### src/rtl/subtrator_pkg.sv
// Shared definitions for the bit-serial subtractor: FSM encoding and default width.
package subtrator_pkg;

    localparam int SUB_N_DEF = 4;

    typedef enum logic [1:0] {
        OCIOSO = 2'b00,
        CALC   = 2'b01,
        FIM    = 2'b10
    } state_t;

endpackage

### src/rtl/somadorCompleto.sv
// One-bit full adder slice; purely combinational.
module somadorCompleto (
    output logic s,
    output logic cout,
    input  logic a,
    input  logic b,
    input  logic cin
);

    assign s    = a ^ b ^ cin;
    assign cout = (a & b) | (a & cin) | (b & cin);

endmodule

### src/rtl/subtrator_serial.sv
// Bit-serial N-bit subtractor ss = aa - bb - bbin, LSB first through one full-adder slice.
// Latency N+1 cycles start-to-done; start is ignored while busy, results held until the next done.
module subtrator_serial
    import subtrator_pkg::*;
#(
    parameter int N = SUB_N_DEF
) (
    input  logic         clk,
    input  logic         rst_n,
    input  logic         start,
    input  logic [N-1:0] aa,
    input  logic [N-1:0] bb,
    input  logic         bbin,
    output logic         busy,
    output logic         done,
    output logic [N-1:0] ss,
    output logic         bbout,
    output logic         ovf
);

    localparam int CW = $clog2(N);
    localparam logic [CW-1:0] LAST = CW'(N - 1);

    state_t         r_state;
    logic [CW-1:0]  r_cnt;
    logic [N-1:0]   r_a;
    logic [N-1:0]   r_b;
    logic [N-1:0]   r_res;
    logic           r_carry;

    logic           w_s;
    logic           w_cout;
    logic           w_b_inv;

    // Subtraction as a + ~b + ~borrow: the slice only ever sees the inverted subtrahend bit.
    assign w_b_inv = ~r_b[0];

    somadorCompleto u_slice (
        .s    (w_s),
        .cout (w_cout),
        .a    (r_a[0]),
        .b    (w_b_inv),
        .cin  (r_carry)
    );

    always_ff @(posedge clk or negedge rst_n) begin
        if (!rst_n) begin
            r_state <= OCIOSO;
            r_cnt   <= '0;
            r_a     <= '0;
            r_b     <= '0;
            r_res   <= '0;
            r_carry <= 1'b0;
            busy    <= 1'b0;
            done    <= 1'b0;
            ss      <= '0;
            bbout   <= 1'b0;
            ovf     <= 1'b0;
        end else begin
            done <= 1'b0;
            case (r_state)
                OCIOSO, FIM: begin
                    if (start) begin
                        r_a     <= aa;
                        r_b     <= bb;
                        r_carry <= ~bbin;
                        r_cnt   <= '0;
                        busy    <= 1'b1;
                        r_state <= CALC;
                    end else begin
                        r_state <= OCIOSO;
                    end
                end
                CALC: begin
                    r_res   <= {w_s, r_res[N-1:1]};
                    r_a     <= r_a >> 1;
                    r_b     <= r_b >> 1;
                    r_carry <= w_cout;
                    r_cnt   <= r_cnt + 1'b1;
                    if (r_cnt == LAST) begin
                        // r_carry is the carry into the MSB on this final slice step.
                        ss      <= {w_s, r_res[N-1:1]};
                        bbout   <= ~w_cout;
                        ovf     <= r_carry ^ w_cout;
                        done    <= 1'b1;
                        busy    <= 1'b0;
                        r_cnt   <= '0;
                        r_state <= FIM;
                    end
                end
                default: begin
                    busy    <= 1'b0;
                    r_state <= OCIOSO;
                end
            endcase
        end
    end

endmodule
### config.mk
export PLATFORM = sky130hd
export DESIGN_NAME = subtrator_serial
export DESIGN_NICKNAME = d
export VERILOG_FILES = /design/src/rtl/subtrator_pkg.sv /design/src/rtl/somadorCompleto.sv /design/src/rtl/subtrator_serial.sv
export SDC_FILE = /design/constraint.sdc
export NUM_CORES = 1
export LEC_CHECK = 0
export ABC_AREA = 0
export CORE_MARGIN = 1.5
export CORE_UTILIZATION = 40
export CTS_CLUSTER_SIZE = 10
export DETAILED_ROUTE_END_ITERATION = 10
export DONT_BUFFER_PORTS = 1
export SYNTH_ARGS = -nofsm -noshare
export SYNTH_HDL_FRONTEND = slang
export SYNTH_HIERARCHICAL = 1
export SYNTH_SLANG_ARGS = --single-unit
### constraint.sdc
create_clock -name clk -period 2.2 [get_ports clk]
set_input_delay 0.66 -clock clk [delete_from_list [all_inputs] [get_ports clk]]
set_output_delay 0.66 -clock clk [all_outputs]
set_load 0.005 [all_outputs]
After elaboration in Yosys (flattened, before gate mapping)
Cells that the tools add are included.
{"block": "totals", "input_bits": 12, "elab_cells": 51, "output_inout_bits": 8, "regBits": 25}
{"block": "classes", "bitwise": 11, "addsub": 1, "eq_ne": 5, "n_reduce_logical": 6, "muxes": 17}
{"cell": "$pmux 4 s2", "n": 2}
{"cell": "$mux 4", "n": 2}
{"cell": "$pmux 2 s2", "n": 2}
{"cell": "$mux 1", "n": 6}
{"cell": "$mux 2", "n": 3}
{"cell": "$reduce_and 2->1", "n": 3}
{"cell": "$eq 2x2->1 const B", "n": 2}
{"cell": "$ne 2x2->1 const B", "n": 2}
{"cell": "$pmux 1 s2", "n": 2}
{"cell": "$and 1x1->1", "n": 3}
{"cell": "$not 1->1", "n": 3}
{"cell": "$xor 1x1->1", "n": 3}
{"cell": "$add 2x1->2 const B", "n": 1}
{"cell": "$eq 2x1->1 const B", "n": 1}
{"cell": "$logic_not 2->1", "n": 1}
{"cell": "$or 1x1->1", "n": 2}
{"cell": "$reduce_bool 2->1", "n": 1}
{"cell": "$reduce_or 2->1", "n": 1}

Longest topological paths before layout
Gate-level depths: netlist (run 1).
{"block": "logic_depth", "ltp_word": 5, "depth_mapped": 5, "ltp_nobuf": 5}

Cells and area by module
Netlist (run 1), hierarchy kept.
{"mod": "subtrator_serial", "seq_area_each_um2": 600.6, "cells_per_inst": 95, "instances": 1, "area_per_inst_um2": 1138.6}
{"mod": "somadorCompleto", "seq_area_each_um2": 0.0, "cells_per_inst": 1, "instances": 1, "area_per_inst_um2": 20.0}

Worst setup path before layout (run 1)
Ideal clock, no wire load.
{"block": "synth_path", "path_type": "register to register", "from": "register r_a[0]", "to": "register r_carry", "stages_incl_launch_ff": 5, "arrival_ns": 1.219, "synth_period_minus_slack_ns": 1.343, "slack_ns": 0.857, "setup_time_ns": 0.123, "n_path_buf": 0, "t_required_ns": 2.077, "path_cell_list": "dfrtp_1 fa_1 mux2_4 nand2_1 o21ai_1"}
{"block": "synth_via", "elab_chain_cells": 4, "elab_cells_between_ends": 5, "cone_classes": "mux (1); bitwise (4)"}
{"element": "start, declared", "line": "subtrator_serial.sv:26", "rtl": "logic [N-1:0] r_a;"}
{"element": "start signal, assigned", "line": "subtrator_serial.sv:76", "rtl": "r_a <= r_a >> 1;"}
{"element": "$and 1x1->1", "line": "somadorCompleto.sv:11", "rtl": "assign cout = (a & b) | (a & cin) | (b & cin);"}
{"element": "$or 1x1->1 (*) (2 in a row)", "line": "somadorCompleto.sv:11"}
{"element": "net w_cout", "line": "subtrator_serial.sv:32", "rtl": "logic w_cout;"}
{"element": "$pmux 1 s2 (*)", "line": "subtrator_serial.sv:61", "rtl": "case (r_state)"}
{"element": "end signal, assigned", "line": "subtrator_serial.sv:66", "rtl": "r_carry <= ~bbin;"}
{"element": "end signal, assigned", "line": "subtrator_serial.sv:78", "rtl": "r_carry <= w_cout;"}
{"element": "end, declared", "line": "subtrator_serial.sv:29", "rtl": "logic r_carry;"}
Mark *: on every way through the listed nets, which the timed path passes. The rest lies on a longest branch.
A chain may end at the register's enable or synchronous reset.

Worst setup path after layout (run 1)
Ends and elaborated chain as after synthesis.

==> metrics.md, run 1 <==
| Metric | Value |
|---|---|
| Number of global-route vias before repair | 672 |
| Top cells by area, synth | dfrtp_1 52%, mux2i_1 6.9%, mux2_4 6.5%, a211oi_1 3.9%, mux2_2 3.9% |
| CP bufs+invs | 0 |
| Vias per cell | 5.209 |
| Synth async-reset ratio | 1.000 |
| Slowest CP cell | fa_1 |
| Worst rel slew slack | 0.5902 |
| Max-cap violations | 0 |
| GRT Resource Usage Total | 0.1278 |
| Clk_skew | ~0.0066 ns |
| RR Endpoint | r_carry |
| Cell area after synthesis | 0.001159 mm² |
| Fmax | 700.2 MHz |
| Final Slew Violations | 0 |
| Worst Setup End Kind | register |
| Largest net degree at the start of global routing | 20 |
| Sequential fraction of the synthesis area | 0.5184 |
| Initial antenna violation count | 0 |
| Wire length on met2 | slightly above 800 µm |
| Comb power frac | 0.364 |
| Part of the power in the clock network | 0.172 |
| Sequential Power Share | 0.464 |
| Crit-path max FO | 3 |
| Total grt overflow | 0 |
| Routed wl met3 | 115 µm |
| Total Wirelength | 1.777 mm |
| Hold slack | 0.4928 ns |
| # nets final | 113 |
| Synth area leader | dfrtp_1 |
| Synthesized flop and latch total | 24 |
| RSZ-0062 raised after global routing | no |
| Final Instance Area | 0.001236 mm² |
| Postcts setup bufs | 0 |
| Layout area overhead | 6.696% |
| Synth cell types | 23 |
| Max rail drop VDD | 0.9234 mV |
| Placed cell areas | ~0.0012 mm² |
| Wire per inst | between 10 and 15 µm |
| Post-synth EDFFs | 0 |
| Multi-input gate area | about 500 µm² |
| Sw Pwr | roughly 0.6 mW |
| Count leader, synth | dfrtp_1 |
| CTS Sinks | 24 |
| Clock tree buffer depth | 2 |
| Quantity of I/O buffers inserted on ports | 0 |
| Worst skew pair latency | slightly above 0.3 ns |
| Synth top cells by count | 24 x dfrtp_1, 8 x mux2i_1, 7 x nand2_1 |
| Yosys warns | 6 |
| Flop2flop setup slack | ~0.77 ns |
| CTS root buf | clkbuf_4 |
| Final Non-Filler Cells | between 100 and 150 |
| Required time worst endpoint | 2.40 ns |
| Final Hold Vio Count | 0 |
| H-tree depth | 1 |
| Cell family with most CP delay | adder cells |
| Fin crit share | 0.6491 |
| Antenna cells | 0 |
| Worst slack at placement | just under 0.8 ns |
| Die Y | roughly 57 µm |
| Final setup fails | 0 |
| DR top layer | met3 |
| Placed Cells | between 100 and 150 |
| Worst-path clk slew | between 0.1 and 0.15 ns |
| Core footprint | between 0.002 and 0.003 mm² |
| Pwr Density | between 1000 and 1500 mW/mm² |
| Switching Share | 0.3248 |
| Reg2Reg Depth | 4 |
| Setup TNS | 0 ns |
| CP max stage delay | 0.48 ns |
| Post-Syn Nets | 110 |
| WHS Endpoint | r_state[0] |
| Final Worst Setup Slack | slightly below 0.8 ns |
| Global-route wire length before repair | 3.194 mm |
| Sequential Area | approximately 600 µm² |
| Die W | 56.82 µm |
| GPL Wtd Cong | between 0.6 and 0.7 |
| Worst hold-check path type | in -> reg |
| CP Cell Sequence | fa_1, mux2_4, nand2_1, o21ai_1 |
| Inserted Clock Buffers | 3 |
| Metal-1 WL | 840 µm |
| Leak Pwr | around 0.56 nW |
| Top cell type's share of synthesized area | 0.5184 |
| Post-synth top flop | dfrtp_1 |
| Post-Syn Instances | 96 |
| Remaining antenna violation count after routing | 0 |
| Die ar. | 0.003229 mm² |
| CTS tree | built |
| Worst flop-to-flop path startpoint | r_a[0] |
| Hold path depth | 2 |
| Cell Rows | 19 |
| DRT Pass-1 Iters | 4 |
| Startpoint Class | register |
| Internal | roughly 1.2 mW |
| Slew @ Worst Pin | around 0.6 ns |
| Hold Startpoint | start |
| Top Ports | 20 |
| Crit Path Class | reg -> reg |
| Filler Cells Inserted | 260 |
| Status | completed |
| Layout cell share with drive strength beyond 1 | 0.1735 |
| Tmin final | between 1 and 1.5 ns |
| Avg Cell Area, Syn | 12.07 µm² |
| Vias | roughly 670 |
| Remaining DRCs | 0 |
| Initial Util | 0.4201 |
| Initial drt markers | 11 |
| Arrival time worst endpoint | 1.63 ns |
## worst max-delay path by stage
stage | start | to | slack (ns) | cells past startpoint
final | r_a[0] | r_carry | 0.77 | 4
after global routing | r_a[0] | r_carry | 0.69 | 4
after CTS | r_a[0] | r_carry | 0.76 | 4
after detailed placement | r_a[0] | r_carry | 0.77 | 4
after global placement | r_a[0] | r_carry | 0.82 | 4
after floorplan | r_a[0] | r_carry | 0.86 | 4
## routing by layer
metal  up-vias  track usage
met5         -            0
met4         0      0.01993
met3         0      0.06221
met2        19       0.1927
met1       314       0.1706
li1        339            -
## per-stage QoR
step | util | total power [mW]
floorplan | - | 1.417
global placement | 0.4220 | 1.490
detailed placement | 0.4220 | 1.513
CTS | 0.4446 | 1.840
global route | 0.4483 | 1.981
finish | 0.4483 | 1.812
## cell families after synthesis
group | synth area share
buffers and inverters | 0.05183
AO/OA/AOI/OAI | 0.1091
AND/OR/NAND/NOR | 0.1123
XOR/XNOR | 0.007561
adder cells (fa/ha/maj) | 0.02808
flip-flops | 0.5184
multiplexers | 0.1728
## sequential cells by signal (all words and copies together), names as in the netlist
signal   cells
done         1
bbout        1
r_res        3
ss           4
r_b          4
ovf          1
r_state      2
r_a          4
r_cnt        2
busy         1
r_carry      1
## power by group through the flow
stage	clock network, mW	logic [mW]	registers [mW]
floorplan	0	0.640	0.777
global placement	0	0.648	0.841
detailed placement	0	0.659	0.854
CTS	0.330	0.666	0.844
global route	0.345	0.762	0.875
finish	0.312	0.659	0.841
## timing repair
action | 4_1_cts | 5_1_grt
resized for setup | 0 | 0
hold buffers | 1 | 1
endpoints found under the hold margin | 14 | 10
## final cells by class
class	count	share of cell area
clock buffer	3	0.01822
clock inverter	1	0.02429
inverter	3	0.009109
multi-input combinational	63	0.4028
sequential	24	0.4858
tap	31	0.03138
timing repair buffer	4	0.02834
## cells in the final DEF (no fill, tap or decap), drive strengths merged
master,instances
dfrtp,24
inv,3
nand3,3
nand3b,1
nor2b,6
clkbuf,3
nand2b,2
xnor2,1
dlygate4sd3,2
o31ai,1
ha,1
a211oi,6
nor2,3
mux2,9
nand2,7
buf,2
a21oi,6
bufinv,1
a22o,1
fa,1
mux2i,8
o21ai,7
No activity file was read; power rests on OpenSTA's default activity.
==> inputs of run 2 (changes only) <==
Clock period 2.2 ns to 1.3 ns, I/O delays scaled along.
==> metrics.md, run 2 (synthesis gave the netlist of run 1 again) <==
| Metric | Value |
|---|---|
| Inserted Clock Buffers | 3 (unchanged) |
| Initial antenna violation count | 0 (unchanged) |
| Worst-path clk slew | 0.13 ns (about the same) |
| Pwr Density | 2432 mW/mm² (+66%) |
| Setup TNS | -0.004439 ns (-0.004439 ns) |
| Startpoint Class | register |
| Number of global-route vias before repair | 747 (+11%) |
| Cell Rows | 19 (unchanged) |
| Worst hold-check path type | in -> reg |
| DRT Pass-1 Iters | 3 (-1) |
| Slowest CP cell | dfrtp_1 |
| CP bufs+invs | 0 (unchanged) |
| Clk_skew | 0.004910 ns (-0.001699 ns) |
| CTS Sinks | 24 (unchanged) |
| Total Wirelength | 1.902 mm (+7.0%) |
| Final setup fails | 1 (+1) |
| Max-cap violations | 0 (unchanged) |
| Final Slew Violations | 0 (unchanged) |
| Worst rel slew slack | 0.8217 (+0.2315) |
| Core footprint | 0.002758 mm² (unchanged) |
| Routed wl met3 | 56 µm (-51%) |
| Vias | 725 (+7.9%) |
| Most frequent cells in the layout | 24 x dfrtp_1, 14 x buf_4, 8 x mux2i_1 |
| Wire length on met2 | 885 µm (+7.8%) |
| Arrival time worst endpoint | 1.51 ns (-0.12 ns) |
| Setup crit start | r_carry |
| GRT Resource Usage Total | 0.1297 (+0.001867) |
| Leak Pwr | 0.6177 nW (+9.8%) |
| Required time worst endpoint | 1.50 ns (-0.90 ns) |
| CTS root buf | clkbuf_4 |
| Finished Core Util | 0.4819 (+0.03357) |
| Worst skew pair latency | 0.30 ns (about the same) |
| # nets final | 125 (+11%) |
| Vias per cell | 5.142 (-1.3%) |
| Quantity of I/O buffers inserted on ports | 0 (unchanged) |
| Remaining antenna violation count after routing | 0 (unchanged) |
| Slew @ Worst Pin | 0.2674 ns (-0.3452 ns) |
| Initial drt markers | 15 (+4) |
| Crit-path max FO | 2 (-1) |
| Final Non-Filler Cells | 141 (+9.3%) |
| Crit Path Class | reg -> reg |
| Top Ports | 20 (unchanged) |
| Worst Setup End Kind | register |
| Initial Util | 0.4201 (unchanged) |
| Status | complete, but fails checks |
| Hold Startpoint | start |
| Largest registers | r_a x4, r_b x4, ss x4 |
| Remaining DRCs | 0 (unchanged) |
| HPWL after DPL | between 1 and 1.5 mm |
| CP max stage delay | 0.43 ns (-0.05 ns) |
| CP Cell Sequence | fa_2, mux2_4, nand2_2, o21ai_2 |
| Max rail drop VDD | 1.311 mV (+42%) |
| Total grt overflow | 0 (unchanged) |
| Final Hold Vio Count | 0 (unchanged) |
| Cell family with most CP delay | flip-flops |
| Layout cell share with drive strength beyond 1 | 0.3091 (+0.1356) |
| Most common cell after layout, fill and taps aside | dfrtp_1 |
| H-tree depth | 1 (unchanged) |
| RSZ-0062 raised after global routing | yes |
| Die Y | 56.82 µm (unchanged) |
| DR top layer | met4 |
| Worst flop-to-flop path startpoint | r_carry |
| Wire per inst | 13.49 µm (-2.1%) |
| Fmax | 766.6 MHz (+9.5%) |
| Placed Cells | 130 (+5.7%) |
| GPL Wtd Cong | 0.7009 (+9.5%) |
| Metal-1 WL | 945 µm (+13%) |
| Final Instance Area | 0.001329 mm² (+7.5%) |
| Die ar. | 0.003229 mm² (unchanged) |
| Final Worst Setup Slack | -0.004439 ns (-0.7763 ns) |
| Violated checks | setup timing |
| Antenna cells | 0 (unchanged) |
| Clock tree buffer depth | 2 (unchanged) |
| Tmin final | 1.304 ns (-0.1237 ns) |
| Global-route wire length before repair | 3.305 mm (+3.5%) |
| Die W | 56.82 µm (unchanged) |
| CTS tree | built |
| Fin crit share | 1.003 (+0.3543) |
| Placed cell areas | 0.001219 mm² (+4.7%) |
| Hold slack | 0.2392 ns (-0.2536 ns) |
| Layout area overhead | 14.69% |
| Largest net degree at the start of global routing | 25 (+25%) |
## run 2: cell types whose count changed in the layout (fill, tap and decap cells not counted)
cell / before / now
bufinv_16: 1 / 0
buf_12: 0 / 1
buf_4: 2 / 14
nand2_1: 7 / 6
dlygate4sd3_1: 2 / 1
o21ai_2: 0 / 1
nand2_2: 0 / 1
clkbuf_8: 0 / 1
fa_1: 1 / 0
fa_2: 0 / 1
inv_1: 3 / 2
inv_2: 0 / 1
o21ai_0: 6 / 5
## run 2: final timing paths
kind                              end  slack (ns)  cells after the start
max reg2reg                   r_carry      -0.004                      4
min in group asynchronous    r_res[3]        0.50                      2
min reg2reg                     bbout        0.52                      2
max in group asynchronous    r_cnt[1]        0.66                      2
max                           r_carry      -0.004                      4
min                        r_state[0]        0.24                      2
## run 2: where the power goes
part / total [mW] / switching, mW / internal, mW
clock network: 0.385 / 0.215 / 0.171
registers: 1.38 / 0.281 / 1.10
logic: 1.46 / 0.576 / 0.889
total: 3.23 / 1.07 / 2.16
## run 2: cell type report
type	instances	area (µm²)
timing repair buffer	16	135.1
sequential	24	600.6
tap	31	38.79
clock buffer	4	36.28
inverter	3	11.26
fill	267	1429
multi-input combinational	63	506.7
## run 2: worst register-to-register path: stages, from the launching register on
cell and delay [ns]:
dfrtp_1 0.43, fa_2 0.40, mux2_4 0.28, nand2_2 0.06
o21ai_2 0.05
## run 2: what timing repair did
action / 4_1_cts / 5_1_grt
setup buffers: 2 / 3
gates resized for setup: 1 / 3
endpoints found under the hold margin: 24 / 24
pin swaps: 1 / 5
setup endpoints to repair: 2 / 4
## run 2: metal layers
| layer | vias to the layer above | track usage |
|---|---|---|
| li1 | 367 | - |
| met1 | 341 | 0.1791 |
| met2 | 15 | 0.2076 |
| met3 | 2 | 0.02304 |
| met4 | 0 | 0.03987 |
| met5 | - | 0 |
## run 2: through the flow
stage | setup WS, ns | power, mW
after floorplan | 0.01816 | 2.408
after global placement | 0.03321 | 2.661
after detailed placement | 0.01072 | 2.700
after CTS | 0.0002016 | 3.150
after global routing | -0.04240 | 3.530
final | -0.004439 | 3.232
==> inputs of run 3 (changes only) <==
==> constraint.sdc (replaced) <==
create_clock -name clk -period 1.3 [get_ports clk]
set_input_delay 0 -clock clk [delete_from_list [all_inputs] [get_ports clk]]
set_output_delay 0 -clock clk [all_outputs]
set_load 0.005 [all_outputs]
==> metrics.md, run 3 (synthesis gave the netlist of run 1 again) <==
| Metric | Value |
|---|---|
| Status | complete, but fails checks |
| Violated checks | setup timing |
| CTS Sinks | 24 (unchanged) |
| Core footprint | 0.002758 mm² (unchanged) |
| Die ar. | 0.003229 mm² (unchanged) |
| Slew @ Worst Pin | 1.072 ns (+0.8044 ns) |
| Clock tree buffer depth | 2 (unchanged) |
| Global-route wire length before repair | 3.477 mm (+5.2%) |
| Fin crit share | 1.003 (about the same) |
| Die Y | 56.82 µm (unchanged) |
| Switching Share | 0.3354 (+0.003918) |
| Worst skew pair latency | 0.30 ns (about the same) |
| # nets final | 133 (+6.4%) |
| Max rail drop VDD | 1.336 mV (+1.9%) |
| Most frequent cells in the layout | 24 x dfrtp_1, 13 x buf_4, 11 x dlygate4sd3_1 |
| Final Slew Violations | 0 (unchanged) |
| Layout cell share with drive strength beyond 1 | 0.2797 (-0.02943) |
| Arrival time worst endpoint | 1.51 ns (about the same) |
| Vias per cell | 5.128 (-0.28%) |
| Final Worst Setup Slack | -0.004511 ns (-0.00007105 ns) |
| Vias | 764 (+5.4%) |
| Final Hold Vio Count | 0 (unchanged) |
| Crit-path max FO | 2 (unchanged) |
| Final setup fails | 1 (unchanged) |
| Quantity of I/O buffers inserted on ports | 0 (unchanged) |
| Antenna cells | 0 (unchanged) |
| Part of the power in the clock network | 0.117 (-0.002) |
| Layout area overhead | 21.60% |
| Required time worst endpoint | 1.50 ns (about the same) |
| CTS tree | built |
| Largest registers | r_a x4, r_b x4, ss x4 |
| Flop2flop setup slack | -0.005 ns (about the same) |
| Tmin final | 1.305 ns (+0.00007105 ns) |
| DRT Pass-1 Iters | 3 (unchanged) |
| Setup crit start | r_carry |
| Die W | 56.82 µm (unchanged) |
| Sw Pwr | 1.100 mW (+2.6%) |
| Remaining antenna violation count after routing | 0 (unchanged) |
| CTS root buf | clkbuf_4 |
| Comb power frac | 0.461 (+0.008) |
| Setup TNS | -0.004511 ns (-0.00007105 ns) |
| Most common cell after layout, fill and taps aside | dfrtp_1 |
| Worst flop-to-flop path startpoint | r_carry |
| Crit Path Class | reg -> reg |
| Total Wirelength | 2.007 mm (+5.5%) |
| Inserted Clock Buffers | 3 (unchanged) |
| Wire per inst | 13.47 µm (-0.15%) |
| RSZ-0062 raised after global routing | yes |
| Hold slack | 0.3266 ns (+0.08739 ns) |
| Remaining DRCs | 0 (unchanged) |
| Worst Setup End Kind | register |
| Tot Pwr | 3.278 mW (+1.4%) |
| HPWL after DPL | 1.247 mm (unchanged) |
| Max-cap violations | 0 (unchanged) |
| Number of global-route vias before repair | 777 (+4.0%) |
| Worst rel slew slack | 0.2831 (-0.5386) |
| GRT Resource Usage Total | 0.1355 (+0.005786) |
| Cell Rows | 19 (unchanged) |
| Fmax | 766.6 MHz (about the same) |
| Internal | 2.179 mW (+0.85%) |
| Largest net degree at the start of global routing | 25 (unchanged) |
| Worst slack at placement | 0.01072 ns (unchanged) |
| GPL Wtd Cong | 0.7009 (unchanged) |
| Worst-path clk slew | 0.13 ns (about the same) |
| Placed Cells | 130 (unchanged) |
| Top Ports | 20 (unchanged) |
| Final Non-Filler Cells | 149 (+5.7%) |
| Clk_skew | 0.003041 ns (-0.001869 ns) |
| Total grt overflow | 0 (unchanged) |
| Initial drt markers | 8 (-7) |
| Sequential Power Share | 0.422 (-0.006) |
| Startpoint Class | register |
| Filler Cells Inserted | 254 (-4.9%) |
| H-tree depth | 1 (unchanged) |
| Initial antenna violation count | 0 (unchanged) |
| Pwr Density | 2327 mW/mm² (-4.3%) |
| Worst hold-check path type | in -> async |
| Leak Pwr | 0.6512 nW (+5.4%) |
| Initial Util | 0.4201 (unchanged) |
==> run 3: cell count changes in the layout (fill, tap and decap cells not counted), sizes merged <==
cell / change
buf: -2
dlygate4sd3: +10
==> run 3: repair_timing <==
item                                    CTS  global route
resized for setup                         1             4
endpoints found under the hold margin    37             0
hold buffers                             11             0
endpoints found under the setup margin    2             5
setup buffers                             2             2
pin swaps                                 1             4
==> run 3: path summary, 6_finish.rpt <==
kind                            endpoint  cells past startpoint
worst max-delay path             r_carry                      4
worst min register to register     bbout                      2
min in group clk                  r_b[2]                      3
max in group asynchronous           busy                      1
worst max register to register   r_carry                      4
worst min-delay path            r_cnt[0]                      1
==> run 3: power groups by stage <==
stage          Clock, mW  Sequential [mW]  Combinational, mW
6_report           0.385             1.38               1.51
5_1_grt            0.437             1.44               1.70
4_1_cts            0.411             1.38               1.40
3_5_place_dp           0             1.40               1.30
3_3_place_gp           0             1.39               1.27
2_1_floorplan          0             1.32               1.09
==> run 3: area by class of cell <==
cell class,instances,area (µm²),area share
inverters,3,11.26,0.007993
flip-flops and latches,24,600.6,0.4263
repair buffers,24,207.7,0.1474
clock buffers,4,36.28,0.02575
well taps,31,38.79,0.02753
multi-input cells,63,514.2,0.3650
==> run 3: per-stage QoR <==
| step | util | area (µm²) |
|---|---|---|
| global route | 0.5109 | 1409 |
| CTS | 0.5005 | 1380 |
| floorplan | - | 1161 |
| finish | 0.5109 | 1409 |
| global placement | 0.4419 | 1219 |
| detailed placement | 0.4419 | 1219 |
==> run 3: worst max-delay path, stage by stage, from the launching register on <==
cell and delay, ns:
dfrtp_1 0.43, fa_2 0.40, mux2_4 0.28, nand2_2 0.06, o21ai_2 0.05
==> run 3: layer usage <==
layer	track usage	vias up	share of wire
met5	0	-	0
met4	0.03987	0	0.0075
met3	0.02304	2	0.031
met2	0.2193	15	0.48
met1	0.1865	368	0.48
li1	-	379	-
